===== src/rtl/tx_rate_sequencer_if.sv =====
// Run request and rate-enable/status bundle of the TX rate sequencer.
// The slave modport is the sequencer; the master modport is whoever requests transmission.
interface tx_rate_sequencer_if #(
  parameter int SYM_DIV = 4
);
  localparam int PH_W = (SYM_DIV > 1) ? $clog2(SYM_DIV) : 1;

  logic            run;
  logic            hb_clk_en;
  logic            sam_clk_en;
  logic            sym_clk_en;
  logic [PH_W-1:0] sam_phase;
  logic            data_gate;
  logic            tx_valid;
  logic            busy;
  logic [1:0]      state_out;

  modport master (
    output run,
    input  hb_clk_en, sam_clk_en, sym_clk_en, sam_phase,
    input  data_gate, tx_valid, busy, state_out
  );

  modport slave (
    input  run,
    output hb_clk_en, sam_clk_en, sym_clk_en, sam_phase,
    output data_gate, tx_valid, busy, state_out
  );
endinterface


===== src/rtl/tx_rate_sequencer.sv =====
// TX chain sequencer: phase-aligned hb/sample/symbol enables from one divider,
// plus the start / prime / flush control of data_gate and tx_valid.
module tx_rate_sequencer #(
  parameter int HB_DIV     = 2,
  parameter int SAM_DIV    = 2,
  parameter int SYM_DIV    = 4,
  parameter int PRIME_SYMS = 6,
  parameter int FLUSH_SYMS = 6
) (
  input  logic                 sys_clk,
  input  logic                 reset,
  tx_rate_sequencer_if.slave   bus
);
  localparam int TOT       = HB_DIV * SAM_DIV * SYM_DIV;
  localparam int SAM_TICKS = HB_DIV * SAM_DIV;
  localparam int DIV_W     = (TOT > 1) ? $clog2(TOT) : 1;
  localparam int FL_MAX    = (FLUSH_SYMS > 0) ? FLUSH_SYMS - 1 : 0;
  localparam int SYM_MAX   = (PRIME_SYMS > FL_MAX) ? PRIME_SYMS : FL_MAX;
  localparam int SYM_W     = (SYM_MAX > 0) ? $clog2(SYM_MAX + 1) : 1;
  localparam int PH_W      = (SYM_DIV > 1) ? $clog2(SYM_DIV) : 1;

  typedef enum logic [1:0] {
    S_IDLE  = 2'b00,
    S_RUN   = 2'b01,
    S_FLUSH = 2'b10
  } state_t;

  state_t            r_state;
  logic [DIV_W-1:0]  r_div_cnt;
  logic [SYM_W-1:0]  r_sym_cnt;
  logic              r_hb_en;
  logic              r_sam_en;
  logic              r_sym_en;
  logic [PH_W-1:0]   r_sam_phase;
  logic              r_data_gate;
  logic              r_tx_valid;
  logic              r_busy;

  state_t            w_state_next;
  logic [DIV_W-1:0]  w_div_next;
  logic [SYM_W-1:0]  w_sym_next;
  logic              w_wrap;
  logic              w_active;
  logic              w_tx_valid_next;
  logic              w_hb_next;
  logic              w_sam_next;
  logic              w_sym_en_next;
  logic [PH_W-1:0]   w_phase_next;

  always_comb begin
    w_wrap       = (r_div_cnt == DIV_W'(TOT - 1));
    w_state_next = r_state;
    w_div_next   = '0;
    w_sym_next   = r_sym_cnt;

    case (r_state)
      S_IDLE: begin
        w_sym_next = '0;
        if (bus.run) begin
          w_state_next = S_RUN;
        end
      end
      S_RUN: begin
        w_div_next = w_wrap ? '0 : r_div_cnt + 1'b1;
        // run is only honoured on the last tick so a symbol is never cut short
        if (w_wrap) begin
          if (!bus.run) begin
            w_sym_next   = '0;
            w_state_next = (FLUSH_SYMS == 0) ? S_IDLE : S_FLUSH;
          end else if (int'(r_sym_cnt) < PRIME_SYMS) begin
            w_sym_next = r_sym_cnt + 1'b1;
          end
        end
      end
      S_FLUSH: begin
        w_div_next = w_wrap ? '0 : r_div_cnt + 1'b1;
        if (w_wrap) begin
          if (int'(r_sym_cnt) == FLUSH_SYMS - 1) begin
            w_sym_next   = '0;
            w_state_next = S_IDLE;
          end else begin
            w_sym_next = r_sym_cnt + 1'b1;
          end
        end
      end
      default: begin
        w_sym_next   = '0;
        w_state_next = S_IDLE;
      end
    endcase

    case (w_state_next)
      S_RUN:   w_tx_valid_next = (int'(w_sym_next) >= PRIME_SYMS);
      S_FLUSH: w_tx_valid_next = r_tx_valid;
      default: w_tx_valid_next = 1'b0;
    endcase

    // outputs are decoded from the next-state values so they are registered yet aligned
    w_active      = (w_state_next != S_IDLE);
    w_hb_next     = w_active && ((int'(w_div_next) % HB_DIV) == 0);
    w_sam_next    = w_active && ((int'(w_div_next) % SAM_TICKS) == 0);
    w_sym_en_next = w_active && (w_div_next == '0);
    w_phase_next  = w_active ? PH_W'(int'(w_div_next) / SAM_TICKS) : '0;
  end

  always_ff @(posedge sys_clk or posedge reset) begin
    if (reset) begin
      r_state     <= S_IDLE;
      r_div_cnt   <= '0;
      r_sym_cnt   <= '0;
      r_hb_en     <= 1'b0;
      r_sam_en    <= 1'b0;
      r_sym_en    <= 1'b0;
      r_sam_phase <= '0;
      r_data_gate <= 1'b0;
      r_tx_valid  <= 1'b0;
      r_busy      <= 1'b0;
    end else begin
      r_state     <= w_state_next;
      r_div_cnt   <= w_div_next;
      r_sym_cnt   <= w_sym_next;
      r_hb_en     <= w_hb_next;
      r_sam_en    <= w_sam_next;
      r_sym_en    <= w_sym_en_next;
      r_sam_phase <= w_phase_next;
      r_data_gate <= (w_state_next == S_RUN);
      r_tx_valid  <= w_tx_valid_next;
      r_busy      <= w_active;
    end
  end

  assign bus.hb_clk_en  = r_hb_en;
  assign bus.sam_clk_en = r_sam_en;
  assign bus.sym_clk_en = r_sym_en;
  assign bus.sam_phase  = r_sam_phase;
  assign bus.data_gate  = r_data_gate;
  assign bus.tx_valid   = r_tx_valid;
  assign bus.busy       = r_busy;
  assign bus.state_out  = r_state;
endmodule


===== src/flat_wrapper.sv =====
// flat-port wrapper written by rule: the top's interface ports become plain ports
module tx_rate_sequencer_flat 
#(
  parameter int HB_DIV     = 2,
  parameter int SAM_DIV    = 2,
  parameter int SYM_DIV    = 4,
  parameter int PRIME_SYMS = 6,
  parameter int FLUSH_SYMS = 6
)
  (sys_clk, reset, bus_run, bus_hb_clk_en, bus_sam_clk_en, bus_sym_clk_en, bus_sam_phase, bus_data_gate, bus_tx_valid, bus_busy, bus_state_out);
  tx_rate_sequencer_if #(.SYM_DIV(SYM_DIV)) bus_i ();
  input  logic sys_clk;
  input  logic reset;
  input wire logic [$bits(bus_i.run)-1:0] bus_run;
  output wire logic [$bits(bus_i.hb_clk_en)-1:0] bus_hb_clk_en;
  output wire logic [$bits(bus_i.sam_clk_en)-1:0] bus_sam_clk_en;
  output wire logic [$bits(bus_i.sym_clk_en)-1:0] bus_sym_clk_en;
  output wire logic [$bits(bus_i.sam_phase)-1:0] bus_sam_phase;
  output wire logic [$bits(bus_i.data_gate)-1:0] bus_data_gate;
  output wire logic [$bits(bus_i.tx_valid)-1:0] bus_tx_valid;
  output wire logic [$bits(bus_i.busy)-1:0] bus_busy;
  output wire logic [$bits(bus_i.state_out)-1:0] bus_state_out;
  assign bus_i.run = bus_run;
  assign bus_hb_clk_en = bus_i.hb_clk_en;
  assign bus_sam_clk_en = bus_i.sam_clk_en;
  assign bus_sym_clk_en = bus_i.sym_clk_en;
  assign bus_sam_phase = bus_i.sam_phase;
  assign bus_data_gate = bus_i.data_gate;
  assign bus_tx_valid = bus_i.tx_valid;
  assign bus_busy = bus_i.busy;
  assign bus_state_out = bus_i.state_out;
  tx_rate_sequencer #(.HB_DIV(HB_DIV), .SAM_DIV(SAM_DIV), .SYM_DIV(SYM_DIV), .PRIME_SYMS(PRIME_SYMS), .FLUSH_SYMS(FLUSH_SYMS)) u_core (.sys_clk(sys_clk), .reset(reset), .bus(bus_i));
endmodule

===== config.mk =====
export PLATFORM = sky130hd
export DESIGN_NAME = tx_rate_sequencer_flat
export DESIGN_NICKNAME = d
export VERILOG_FILES = /design/src/rtl/tx_rate_sequencer_if.sv /design/src/rtl/tx_rate_sequencer.sv /design/src/flat_wrapper.sv
export SDC_FILE = /design/constraint.sdc
export NUM_CORES = 1
export LEC_CHECK = 0
export BUFFER_PORTS_ARGS = -buffer_cell sky130_fd_sc_hd__buf_2
export CORE_ASPECT_RATIO = 1.4
export CORE_UTILIZATION = 25
export DETAILED_ROUTE_END_ITERATION = 6
export HOLD_SLACK_MARGIN = 0.12
export PLACE_DENSITY_LB_ADDON = 0.12
export SYNTH_ARGS = -nofsm -noshare
export SYNTH_HDL_FRONTEND = slang
export SYNTH_SLANG_ARGS = --single-unit

===== constraint.sdc =====
create_clock -name sys_clk -period 1.6 [get_ports sys_clk]
set_input_delay 0.16 -clock sys_clk [delete_from_list [all_inputs] [get_ports sys_clk]]
set_output_delay 0.16 -clock sys_clk [all_outputs]
set_load 0.02 [all_outputs]

### Yosys cells after proc, flatten, opt, wreduce, memory -nomap -nowiden

Index checks and enable logic that the tools add are counted.

| cells by class | value |
|---|---|
| add/sub/neg operators | 2 |
| multiply operators | 0 |
| div/mod/pow operators | 0 |
| $lt $le $gt $ge | 2 |
| eq/ne operators | 6 |
| shifts and indexed selects | 0 |
| multiplexer cells | 16 |
| bitwise gates (word level) | 0 |
| reductions and logical operators | 9 |

Operators with widths:

| operator | count |
|---|---|
| 32-bit logical NOT | 2 |
| 3-bit 2-to-1 mux | 5 |
| 2-bit 2-to-1 mux | 6 |
| 4-bit 2-to-1 mux | 2 |
| 2-bit one-hot mux with 3 select lines | 1 |
| 3-bit one-hot mux with 2 select lines | 1 |
| 4-bit by 1-bit adder with 4-bit output, second input constant | 1 |
| 2-bit by 1-bit == test with 1-bit output, second input constant | 2 |
| 2-bit == test, second input constant | 2 |
| 4-bit == test, second input constant | 1 |
| 4-bit logical NOT | 1 |
| 3-bit by 1-bit adder with 3-bit output, second input constant | 1 |
| 3-bit == test, second input constant | 1 |
| 3-bit greater-or-equal comparator, second input constant | 1 |
| 1-bit logical AND | 3 |
| 3-bit less-than comparator, second input constant | 1 |
| 2-bit logical NOT | 1 |
| 1-bit one-hot mux with 2 select lines | 1 |
| 2-bit nonzero test | 1 |
| 2-bit OR reduction | 1 |

| storage, ports and cells | value |
|---|---|
| flip-flop bits (word level) | 17 |
| bits in latches | 0 |
| bits in writable memories | 0 |
| ROM bits | 0 |
| bits of input ports | 3 |
| output and inout port bits | 10 |
| logic and storage cells | 45 |
| memories | 0 |

### Logic depth before layout (Yosys ltp)

Gate-level depths: netlist of the first run.

| depth | value |
|---|---|
| word-level depth | 7 |
| depth in mapped cells | 7 |
| depth with buffers taken out | 7 |

### Worst setup path after synthesis of the first run

Ideal clock, no wire load.

| timing | value |
|---|---|
| kind | register to register |
| from | register u_core.r_state[1], in the netlist u_core.bus.state_out[1] |
| to | register u_core.r_tx_valid, in the netlist u_core.bus.tx_valid |
| setup time | 0.101 ns |
| arrival time | 1.633 ns |
| data required time | 1.499 ns |
| slack | -0.134 ns |
| cell stages (with the launch flop) | 7 |
| path buffers | 0 |
| clock period less this slack | 1.734 ns |
| cell sequence | dfrtp_1 inv_1 ha_1 o21ai_2 a311oi_2 nand2b_1 o32ai_1 |

| between the ends | value |
|---|---|
| elaborated cells on any way between the ends | 14 |
| classes of those cells | 1 x order compare; 4 x eq/ne; 8 x mux; 1 x reduce/logical |

RTL lines:

| what | line | RTL |
|---|---|---|
| start, declared | tx_rate_sequencer.sv:28 | `state_t r_state;` |
| start signal, assigned | tx_rate_sequencer.sv:119 | `r_state <= w_state_next;` |
| 2-bit == test (tied with other cells) | tx_rate_sequencer.sv:56 | `case (r_state)` |
| 2-bit one-hot mux with 3 select lines (*) | tx_rate_sequencer.sv:56 |  |
| via u_core.w_state_next[0] | tx_rate_sequencer.sv:39 | `state_t w_state_next;` |
| 2-bit == test / 2-bit by 1-bit == test with 1-bit output (equally long branches) | tx_rate_sequencer.sv:92 | `case (w_state_next)` |
| 1-bit one-hot mux with 2 select lines | tx_rate_sequencer.sv:92 |  |
| end signal, assigned | tx_rate_sequencer.sv:127 | `r_tx_valid <= w_tx_valid_next;` |
| end, declared | tx_rate_sequencer.sv:36 | `logic r_tx_valid;` |

The timed path passes the listed nets; every way through them passes the cells marked *.
A chain may end at the register's enable or synchronous reset.

### Worst setup path after layout of the first run

| timing | value |
|---|---|
| from | register u_core.r_state[0], in the netlist u_core.bus.state_out[0] |
| to | register u_core.r_sym_en, in the netlist u_core.bus.sym_clk_en |

| between the ends | value |
|---|---|
| elaborated cells on any way between the ends | 14 |
| classes of those cells | 2 x eq/ne; 7 x mux; 5 x reduce/logical |

RTL lines:

| what | line | RTL |
|---|---|---|
| 2-bit == test (tied with other cells) | tx_rate_sequencer.sv:56 |  |
| 2-bit one-hot mux with 3 select lines (*) | tx_rate_sequencer.sv:56 |  |
| via u_core.w_state_next[1] | tx_rate_sequencer.sv:39 |  |
| 2-bit nonzero test (*) | tx_rate_sequencer.sv:99 | `w_active = (w_state_next != S_IDLE);` |
| 1-bit logical AND (*) | tx_rate_sequencer.sv:102 | `w_sym_en_next = w_active && (w_div_next == '0);` |
| via u_core.w_sym_en_next | tx_rate_sequencer.sv:47 | `logic w_sym_en_next;` |
| end signal, assigned | tx_rate_sequencer.sv:124 | `r_sym_en <= w_sym_en_next;` |
| end, declared | tx_rate_sequencer.sv:33 | `logic r_sym_en;` |

Marks and branches as above.

==> key figures, run 1 <==
Synthesis
  • Top cells by area, synth: dfrtp_1 (48%), ha_1 (9.9%), inv_1 (5.1%)
  • Sequential area share after synthesis: 0.481
  • Seq cells post-synth: 17
  • Syn_nets: 93
  • Distinct cells, synth: 29
  • Synth Cell Area: 885 um^2
  • Top cell type's share of synthesized area: 0.481
  • YS warnings: 0
  • Post-Syn Area per Cell: 10.7 um^2
  • Mapped Cells: 83
  • Leading area contributor after synthesis: dfrtp_1

Outcome
  • Status: finished clean

Floorplan
  • Width of the die: 52.3 um
  • IO Count: 13
  • Die Y-Extent: 72.4 um
  • Initial Util: 0.262
  • FP Rows: 25
  • Die Area: 0.00378 mm^2
  • Core region area: 0.00338 mm^2

Routing
  • Total Wirelength: 2.17 mm
  • WL/cell: 13.2 um
  • DRC viols: 0
  • Vias per cell: 4.50
  • Via count: 743
  • Number of detailed-route iterations in the first pass: 4
  • Detail Route Antenna Nets: 0
  • Initial DRC Count: 10

Clocking
  • Max Root-Sink Buffers: 2
  • Number of clock sinks: 17
  • Max H-tree Level: 1
  • CTS tree: built
  • Clk root buf: clkbuf_8
  • Worst-path clk slew: 0.07 ns
  • Clk_lat worst skew: 0.25 ns
  • CTS Buf Count: 3

Power and ir drop
  • Switching power share of the total: 0.383
  • Pleak: 0.645 nW
  • Seq pwr share: 0.304
  • Pwr dens: 1410 mW/mm^2
  • Net Sw Power: 0.000750 W
  • Comb pwr share: 0.531
  • Clock Power Share: 0.164
  • Max VDD drop: 747 uV
  • Int Pwr: 0.00121 W

Finish
  • Commonest cells after routing, fill and taps aside: buf_4 (21), dfrtp_1 (15), buf_2 (12), inv_1 (8)
  • Diodes inserted: 0
  • Commonest non-fill, non-tap cell in the layout: buf_4
  • Filler instances: 343
  • Nets: 136
  • Area Overhead vs Synth: 56.6%
  • Fraction of layout cells with a size suffix above 1: 0.544
  • Non-filler instance count after layout: 165

Setup path
  • Cell family with most CP delay: flip-flops
  • Crit start category: register
  • CP Data Arrival Time: 1.75 ns
  • Buf/Inv on CP: 3
  • Slowest-stage cell, CP: dfrtp_2
  • CP Capture Type: register
  • Worst EP required: 1.76 ns
  • WS Path Type: register to register
  • Crit path largest cell delay: 0.44 ns
  • CP Max Fanout: 6
  • Reg2reg setup slack: 0.008 ns
  • Most used cell, CP: buf_4
  • Worst-path cell chain: buf_6, ha_4, buf_4, a211oi_4, buf_4, nor2_4, nor4_2

Job
  • Maximum capacitance violations: 0

Placed design
  • DP HPWL: 1.55 mm
  • Post-placement setup slack: -0.0877 ns
  • GPL Wtd Cong: 0.848
  • IO Port Bufs: 12
  • Cell count after placement: 154

STA
  • Hold Vio Cnt, Final: 0
  • Max Clock Freq: 0.628 GHz
  • Rel. slew slack: 0.574
  • Max-slew violations: 0
  • Final setup violation count: 0
  • Min Tclk post-route: 1.59 ns
  • Least-Margin Pin Slew: 0.638 ns
  • Period utilization: 0.995
  • Skew final: 0.00470 ns
  • Worst setup margin: 0.00822 ns
  • RSZ-0062 raised after global routing: true

Global routing
  • GRT overflow: 0
  • Initial antenna violation count: 0
  • First-pass GRT wire length: 3.70 mm
  • Total GRT Usage: 0.133
  • Largest net degree at the start of global routing: 18
  • Vias in the first global route: 800

Min path
  • HP Class: input port to register
-- cell usage after synthesis (all sizes together) --
library cell  number
o2111a             1
xor2               2
or3                1
o211ai             1
nor3b              1
inv               12
and3               1
nand2              7
a21oi              7
nor3               1
and2               2
nor2b              2
nand3              2
a311oi             1
ha                 7
nand4              1
nor4               1
o32ai              1
dfrtp             17
a211oi             1
a31oi              3
nor2               3
nand2b             2
o21ai              6
-- sequential cells by signal (all words and copies together) (netlist names), 2 cells and up --
register	flops
u_core.bus.sam_phase	2
u_core.r_sym_cnt	3
u_core.bus.state_out	2
u_core.r_div_cnt	4
-- cell families after synthesis --
family,after synthesis,share of synthesized area
xor+xnor,2,0.0198
compound gates,21,0.190
simple gates,24,0.160
fa+ha+maj,7,0.0990
flops,17,0.481
buf+inv,12,0.0509
-- power groups by stage --
| stage | sequential, W | clock [W] | combinational (W) |
|---|---|---|---|
| global placement | 0.000581 | 0 | 0.000852 |
| floorplan | 0.000701 | 0 | 0.000360 |
| CTS | 0.000594 | 0.000331 | 0.000970 |
| finish | 0.000595 | 0.000322 | 0.00104 |
| global route | 0.000607 | 0.000344 | 0.00114 |
| detailed placement | 0.000584 | 0 | 0.000851 |
-- repair_timing --
| action | in CTS | in global routing |
|---|---|---|
| setup endpoints to repair | 8 | 9 |
| pin swaps | 5 | 2 |
| endpoints found under the hold margin | 17 | 0 |
| setup buffers | 4 | 2 |
| hold buffers | 1 | 0 |
| gates resized for setup | 11 | 12 |
-- through the flow --
| step | utilization | power (W) | cell area (um^2) | TNS (ns) | hold WS (ns) |
|---|---|---|---|---|---|
| finish | 0.410 | 0.00196 | 1390 | 0 | 0.408 |
| global route | 0.410 | 0.00209 | 1390 | -0.265 | 0.432 |
| CTS | 0.391 | 0.00189 | 1320 | 0 | 0.402 |
| global placement | 0.346 | 0.00143 | 1170 | -0.300 | 0.268 |
| floorplan | - | 0.00106 | 917 | 0 | 0.0859 |
| detailed placement | 0.346 | 0.00144 | 1170 | -0.496 | 0.275 |
-- routing by layer --
metal / up-vias / share of wire / global-route usage
li1: 366 / - / -
met1: 358 / 0.42 / 0.163
met2: 15 / 0.55 / 0.228
met3: 4 / 0.028 / 0.0252
met4: 0 / 0.011 / 0.0439
met5: - / 0 / 0
-- area by class of cell --
type / count / area [um^2] / area share
Multi-Input combinational cell: 54 / 541 / 0.390
Sequential cell: 17 / 428 / 0.309
Timing Repair Buffer: 38 / 273 / 0.197
Tap cell: 40 / 50.0 / 0.0361
Inverter: 12 / 47.5 / 0.0343
Clock buffer: 3 / 41.3 / 0.0298
Clock inverter: 1 / 5.00 / 0.00361
-- worst min-delay path: cells and delay by family --
| family | cells | cell delay (ns) |
|---|---|---|
| AO/OA/AOI/OAI | 2 | 0.23 |
| buffers and inverters | 2 | 0.24 |
-- path summary, 6_finish.rpt --
check,to,cells after the start,from
max,u_core.bus.sym_clk_en,7,u_core.bus.state_out[0]
min,u_core.bus.state_out[1],4,bus_run
max reg2reg,u_core.bus.sym_clk_en,7,u_core.bus.state_out[0]
min reg2reg,u_core.bus.tx_valid,2,u_core.bus.tx_valid
max in group asynchronous,u_core.bus.state_out[0],3,reset
min in group asynchronous,u_core.bus.hb_clk_en,3,reset
Note: power is estimated with default switching activity, not from simulation.
==> run 2, diff against run 1 <==
Settings changed: CELL_PAD_IN_SITES_DETAIL_PLACEMENT set to 0, CELL_PAD_IN_SITES_GLOBAL_PLACEMENT set to 2, CTS_CLUSTER_SIZE set to 30, RECOVER_POWER set to 100.
==> key figures, run 2 (same netlist as run 1, synthesis figures left out) <==
Finish
  • Final core occ: 0.390 (-0.0196)
  • Most flops, register: u_core.r_div_cnt
  • Multi-input logic area: 528 um^2 (-2.3%)
  • Commonest non-fill, non-tap cell in the layout: buf_4
  • Largest register FFs: 4 (unchanged)
  • Nets: 132 (-2.9%)
  • Area Overhead vs Synth: 49.1%
  • Diodes inserted: 0 (unchanged)
  • Storage element area: 428 um^2 (unchanged)
  • Filler instances: 356 (+3.8%)
  • Commonest cells after routing, fill and taps aside: buf_4 (20), dfrtp_1 (15), clkbuf_1 (10), inv_1 (9)
  • Fraction of layout cells with a size suffix above 1: 0.430 (-0.114)
  • Top Registers: u_core.r_div_cnt x4, u_core.r_sym_cnt x3
  • Post-route cell area: 0.00132 mm^2 (-4.8%)

Setup path
  • R2R depth: 7 (unchanged)
  • CP Max Fanout: 6 (unchanged)
  • Worst EP required: 1.75 ns (about the same)
  • CP Data Arrival Time: 1.77 ns (+0.02 ns)
  • Crit start category: register
  • WS Path Type: register to register
  • CP Capture Type: register

Routing
  • Initial DRC Count: 16 (+6)
  • DRC viols: 0 (unchanged)
  • Number of detailed-route iterations in the first pass: 4 (unchanged)
  • Total Wirelength: 2.21 mm (+1.5%)
  • Detail Route Antenna Nets: 0 (unchanged)
  • Via count: 754 (+1.5%)
  • Vias per cell: 4.68 (+4.0%)
  • WL/cell: 13.7 um (+4.0%)

Floorplan
  • FP Rows: 25 (unchanged)
  • Die Y-Extent: 72.4 um (unchanged)
  • Initial Util: 0.262 (unchanged)
  • IO Count: 13 (unchanged)
  • Die Area: 0.00378 mm^2 (unchanged)
  • Core region area: 0.00338 mm^2 (unchanged)
  • Width of the die: 52.3 um (unchanged)

Power and ir drop
  • Pwr dens: 1400 mW/mm^2 (-0.90%)
  • Tot Pwr: 0.00185 W (-5.6%)
  • Max VDD drop: 649 uV (-13%)
  • Pleak: 0.583 nW (-9.6%)

STA
  • Worst setup margin: -0.0215 ns (-0.0297 ns)
  • Worst hold margin: 0.448 ns (+0.0395 ns)
  • Max Clock Freq: 0.617 GHz (-1.8%)
  • Final setup violation count: 2 (+2)
  • Period utilization: 1.01 (+0.0186)
  • Hold Vio Cnt, Final: 0 (unchanged)
  • Min Tclk post-route: 1.62 ns (+0.0297 ns)
  • Rel. slew slack: 0.567 (-0.00678)
  • Skew final: 0.00439 ns (-0.000306 ns)
  • Max-slew violations: 0 (unchanged)
  • RSZ-0062 raised after global routing: true
  • Least-Margin Pin Slew: 0.648 ns (+0.0102 ns)

Min path
  • WHS Path Cells: 4 (unchanged)
  • HP Class: input port to register

Job
  • Maximum capacitance violations: 0 (unchanged)

Clocking
  • Clk root buf: clkbuf_8
  • CTS tree: built
  • Clk_lat worst skew: 0.24 ns (about the same)
  • Number of clock sinks: 17 (unchanged)
  • CTS Buf Count: 3 (unchanged)
  • Max Root-Sink Buffers: 2 (unchanged)
  • Max H-tree Level: 1 (unchanged)
  • Worst-path clk slew: 0.06 ns (about the same)

Global routing
  • Largest net degree at the start of global routing: 18 (unchanged)
  • First-pass GRT wire length: 3.73 mm (+0.76%)
  • Initial antenna violation count: 0 (unchanged)
  • Vias in the first global route: 801 (+0.13%)
  • Total GRT Usage: 0.136 (+0.00306)
  • GRT overflow: 0 (unchanged)

Placed design
  • Placed inst area: 0.00114 mm^2 (-2.6%)
  • IO Port Bufs: 12 (unchanged)
  • DP HPWL: 1.63 mm (+5.1%)
  • GPL Wtd Cong: 0.875 (+3.1%)
  • Post-placement setup slack: -0.0368 ns (+0.0509 ns)

Outcome
  • Status: complete, but fails checks
  • Failing checks: setup timing
run 2: changes by cell type in the layout (fill, tap and decap cells not counted), moves of 2 or more:
cell,previous run,this run
buf_2,12,3
buf_6,4,1
clkbuf_1,0,10
ha_2,0,2
ha_4,6,4
run 2: where the power goes:
group	internal, W	switching, W	leakage, nW
sequential	0.000535	0.0000663	0.223
clock	0.000176	0.000133	0.0228
combinational	0.000427	0.000510	0.338
total	0.00114	0.000709	0.583
run 2: stage by stage:
step | cells | setup TNS (ns)
6_report | 161 | -0.0401
3_5_place_dp | 150 | -0.124
3_3_place_gp | 150 | -0.0510
5_1_grt | 161 | -0.759
4_1_cts | 159 | -0.0228
2_1_floorplan | 83 | 0
run 2: cell type report:
class | count | share of cell area
Multi-Input combinational cell | 54 | 0.400
Sequential cell | 17 | 0.324
Timing Repair Buffer | 34 | 0.167
Tap cell | 40 | 0.0380
Inverter | 12 | 0.0361
Clock buffer | 4 | 0.0342
run 2: routing by layer:
layer,GRT usage,share of wire,vias to the layer above
met2,0.235,0.56,12
met4,0.0789,0.023,0
met5,0,0,-
met3,0.0273,0.026,4
met1,0.149,0.39,376
li1,-,-,362
run 2: final timing paths:
kind	from	to	slack, ns
setup reg to reg	u_core.r_div_cnt[0]	u_core.bus.sym_clk_en	-0.02
setup / recovery	u_core.r_div_cnt[0]	u_core.bus.sym_clk_en	-0.02
max in group asynchronous	reset	u_core.bus.state_out[0]	0.60
hold reg to reg	u_core.bus.tx_valid	u_core.bus.tx_valid	0.58
min in group asynchronous	reset	u_core.r_sym_cnt[1]	0.54
hold / removal	bus_run	u_core.r_sym_cnt[0]	0.45
run 2: repair_timing:
item	in CTS	in global routing
setup buffers	4	2
endpoints found under the hold margin	17	0
pin swaps	6	4
gates cloned	0	0
gates resized for setup	10	6
setup endpoints to repair	8	10
hold buffers	1	0
run 2: critical path, stage by stage, from the launching register on:
cell,delay [ns]
dfrtp_1,0.40
ha_4,0.18
and3_4,0.22
a31oi_4,0.10
a211oi_4,0.28
buf_4,0.17
nor2_4,0.04
nor4_2,0.13
==> run 3, diff against run 2 <==
Settings changed: CELL_PAD_IN_SITES_DETAIL_PLACEMENT 0 to unset, CELL_PAD_IN_SITES_GLOBAL_PLACEMENT 2 to unset, PLACE_DENSITY set to 0.42, PLACE_DENSITY_LB_ADDON 0.12 to unset.
==> key figures, run 3 (same netlist as run 1, synthesis figures left out) <==
Finish
  • Top Registers: u_core.r_div_cnt x4, u_core.r_sym_cnt x3
  • Area Overhead vs Synth: 49.5%
  • Filler instances: 350 (-1.7%)
  • Final core occ: 0.391 (+0.00111)
  • Diodes inserted: 0 (unchanged)
  • Largest register FFs: 4 (unchanged)
  • Fraction of layout cells with a size suffix above 1: 0.418 (-0.0117)
  • Commonest non-fill, non-tap cell in the layout: buf_4
  • Nets: 133 (+0.76%)
  • Commonest cells after routing, fill and taps aside: buf_4 (20), dfrtp_1 (15), clkbuf_1 (10), inv_1 (9)
  • Most flops, register: u_core.r_div_cnt

Floorplan
  • Die Y-Extent: 72.4 um (unchanged)
  • Initial Util: 0.262 (unchanged)
  • Core region area: 0.00338 mm^2 (unchanged)
  • FP Rows: 25 (unchanged)
  • Width of the die: 52.3 um (unchanged)
  • IO Count: 13 (unchanged)
  • Die Area: 0.00378 mm^2 (unchanged)

Setup path
  • Crit path launch: u_core.bus.state_out[0]
  • Worst EP required: 1.76 ns (about the same)
  • CP Max Fanout: 5 (-1)
  • R2R depth: 6 (-1)
  • Worst R2R End: u_core.bus.tx_valid
  • R2r startpoint: u_core.bus.state_out[0]
  • CP Capture Type: register
  • Reg2reg setup slack: -0.03 ns (about the same)
  • Crit start category: register
  • WS Path Type: register to register
  • CP Data Arrival Time: 1.80 ns (+0.03 ns)
  • Worst setup path endpoint: u_core.bus.tx_valid

Power and ir drop
  • Pwr dens: 1420 mW/mm^2 (+1.3%)
  • Pleak: 0.590 nW (+1.2%)
  • Max VDD drop: 729 uV (+12%)

Routing
  • Met3 WL: 53 um (-8.6%)
  • DR top layer: met4
  • WL/cell: 13.1 um (-4.6%)
  • DRC viols: 0 (unchanged)
  • Detail Route Antenna Nets: 0 (unchanged)
  • Total Wirelength: 2.12 mm (-4.0%)
  • Number of detailed-route iterations in the first pass: 4 (unchanged)
  • Wire length on met1: 882 um (+2.2%)
  • Via count: 717 (-4.9%)
  • Initial DRC Count: 3 (-13)
  • Vias per cell: 4.43 (-5.5%)
  • WL met2: 1.15 mm (-6.8%)

STA
  • Fin Setup TNS: -0.0333 ns (+0.00683 ns)
  • Max-slew violations: 0 (unchanged)
  • Hold Vio Cnt, Final: 0 (unchanged)
  • Final setup violation count: 1 (-1)
  • Period utilization: 1.02 (+0.00737)
  • Skew final: 0.00137 ns (-0.00302 ns)
  • RSZ-0062 raised after global routing: true
  • Least-Margin Pin Slew: 0.648 ns (-0.000262 ns)
  • Min Tclk post-route: 1.63 ns (+0.0118 ns)
  • Max Clock Freq: 0.612 GHz (-0.72%)
  • Worst setup margin: -0.0333 ns (-0.0118 ns)
  • Rel. slew slack: 0.567 (about the same)

Placed design
  • IO Port Bufs: 12 (unchanged)
  • GPL Wtd Cong: 0.884 (+1.1%)
  • DP HPWL: 1.53 mm (-6.0%)

Clocking
  • Clk_lat worst skew: 0.25 ns (about the same)
  • Clk root buf: clkbuf_8
  • Number of clock sinks: 17 (unchanged)
  • Worst-path clk slew: 0.07 ns (about the same)
  • Max Root-Sink Buffers: 2 (unchanged)
  • CTS Buf Count: 3 (unchanged)
  • Max H-tree Level: 1 (unchanged)
  • CTS tree: built

Outcome
  • Failing checks: setup timing
  • Status: complete, but fails checks

Global routing
  • Initial antenna violation count: 0 (unchanged)
  • First-pass GRT wire length: 3.64 mm (-2.2%)
  • Vias in the first global route: 814 (+1.6%)
  • Total GRT Usage: 0.132 (-0.00380)
  • GRT overflow: 0 (unchanged)
  • Largest net degree at the start of global routing: 18 (unchanged)

Min path
  • HP Class: input port to register
  • Worst Hold Launch: bus_run

Job
  • Maximum capacitance violations: 0 (unchanged)
==> run 3: cell type report <==
class | instances | area (um^2) | area share
Tap cell | 40 | 50.0 | 0.0378
Timing Repair Buffer | 35 | 239 | 0.181
Multi-Input combinational cell | 54 | 514 | 0.389
Clock inverter | 1 | 5.00 | 0.00378
Sequential cell | 17 | 428 | 0.324
Inverter | 12 | 45.0 | 0.0341
Clock buffer | 3 | 41.3 | 0.0312
==> run 3: timing repair <==
action,4_1_cts,5_1_grt
setup buffers,2,1
hold endpoints to repair,17,0
pin swaps,3,1
hold buffers,1,0
gates resized for setup,5,7
setup endpoints to repair,8,10
==> run 3: through the flow <==
step	instances	hold slack, ns	power (W)	area [um^2]	setup slack (ns)
5_1_grt	162	0.403	0.00202	1320	-0.113
2_1_floorplan	83	0.0859	0.00106	917	0.0240
3_5_place_dp	154	0.292	0.00145	1180	-0.0867
4_1_cts	161	0.401	0.00187	1290	-0.00827
3_3_place_gp	154	0.279	0.00144	1180	-0.0776
6_report	162	0.380	0.00188	1320	-0.0333
==> run 3: worst min path at each step <==
stage	slack, ns	depth (start not counted)	endpoint
after floorplan	0.09	1	u_core.bus.busy
after global placement	0.28	2	u_core.bus.hb_clk_en
after detailed placement	0.29	2	u_core.bus.hb_clk_en
after CTS	0.40	4	u_core.bus.state_out[1]
after global routing	0.40	4	u_core.bus.state_out[1]
final	0.38	4	u_core.bus.state_out[1]
==> run 3: power by group <==
| part | internal [W] | switching (W) |
|---|---|---|
| registers | 0.000535 | 0.0000597 |
| logic | 0.000446 | 0.000512 |
| clock network | 0.000173 | 0.000152 |
==> run 3: metal layers <==
metal	GRT usage	vias to the layer above
met3	0.0252	5
li1	-	362
met1	0.160	339
met5	0	-
met4	0.0526	0
met2	0.225	11
==> run 3: worst max-delay path, cell delays in order, from the launching register on <==
cell and delay, ns:
dfrtp_2 0.43, buf_4 0.15, ha_4 0.18, a21oi_1 0.21, a211oi_4 0.11, nand2b_1 0.19
o32ai_2 0.26
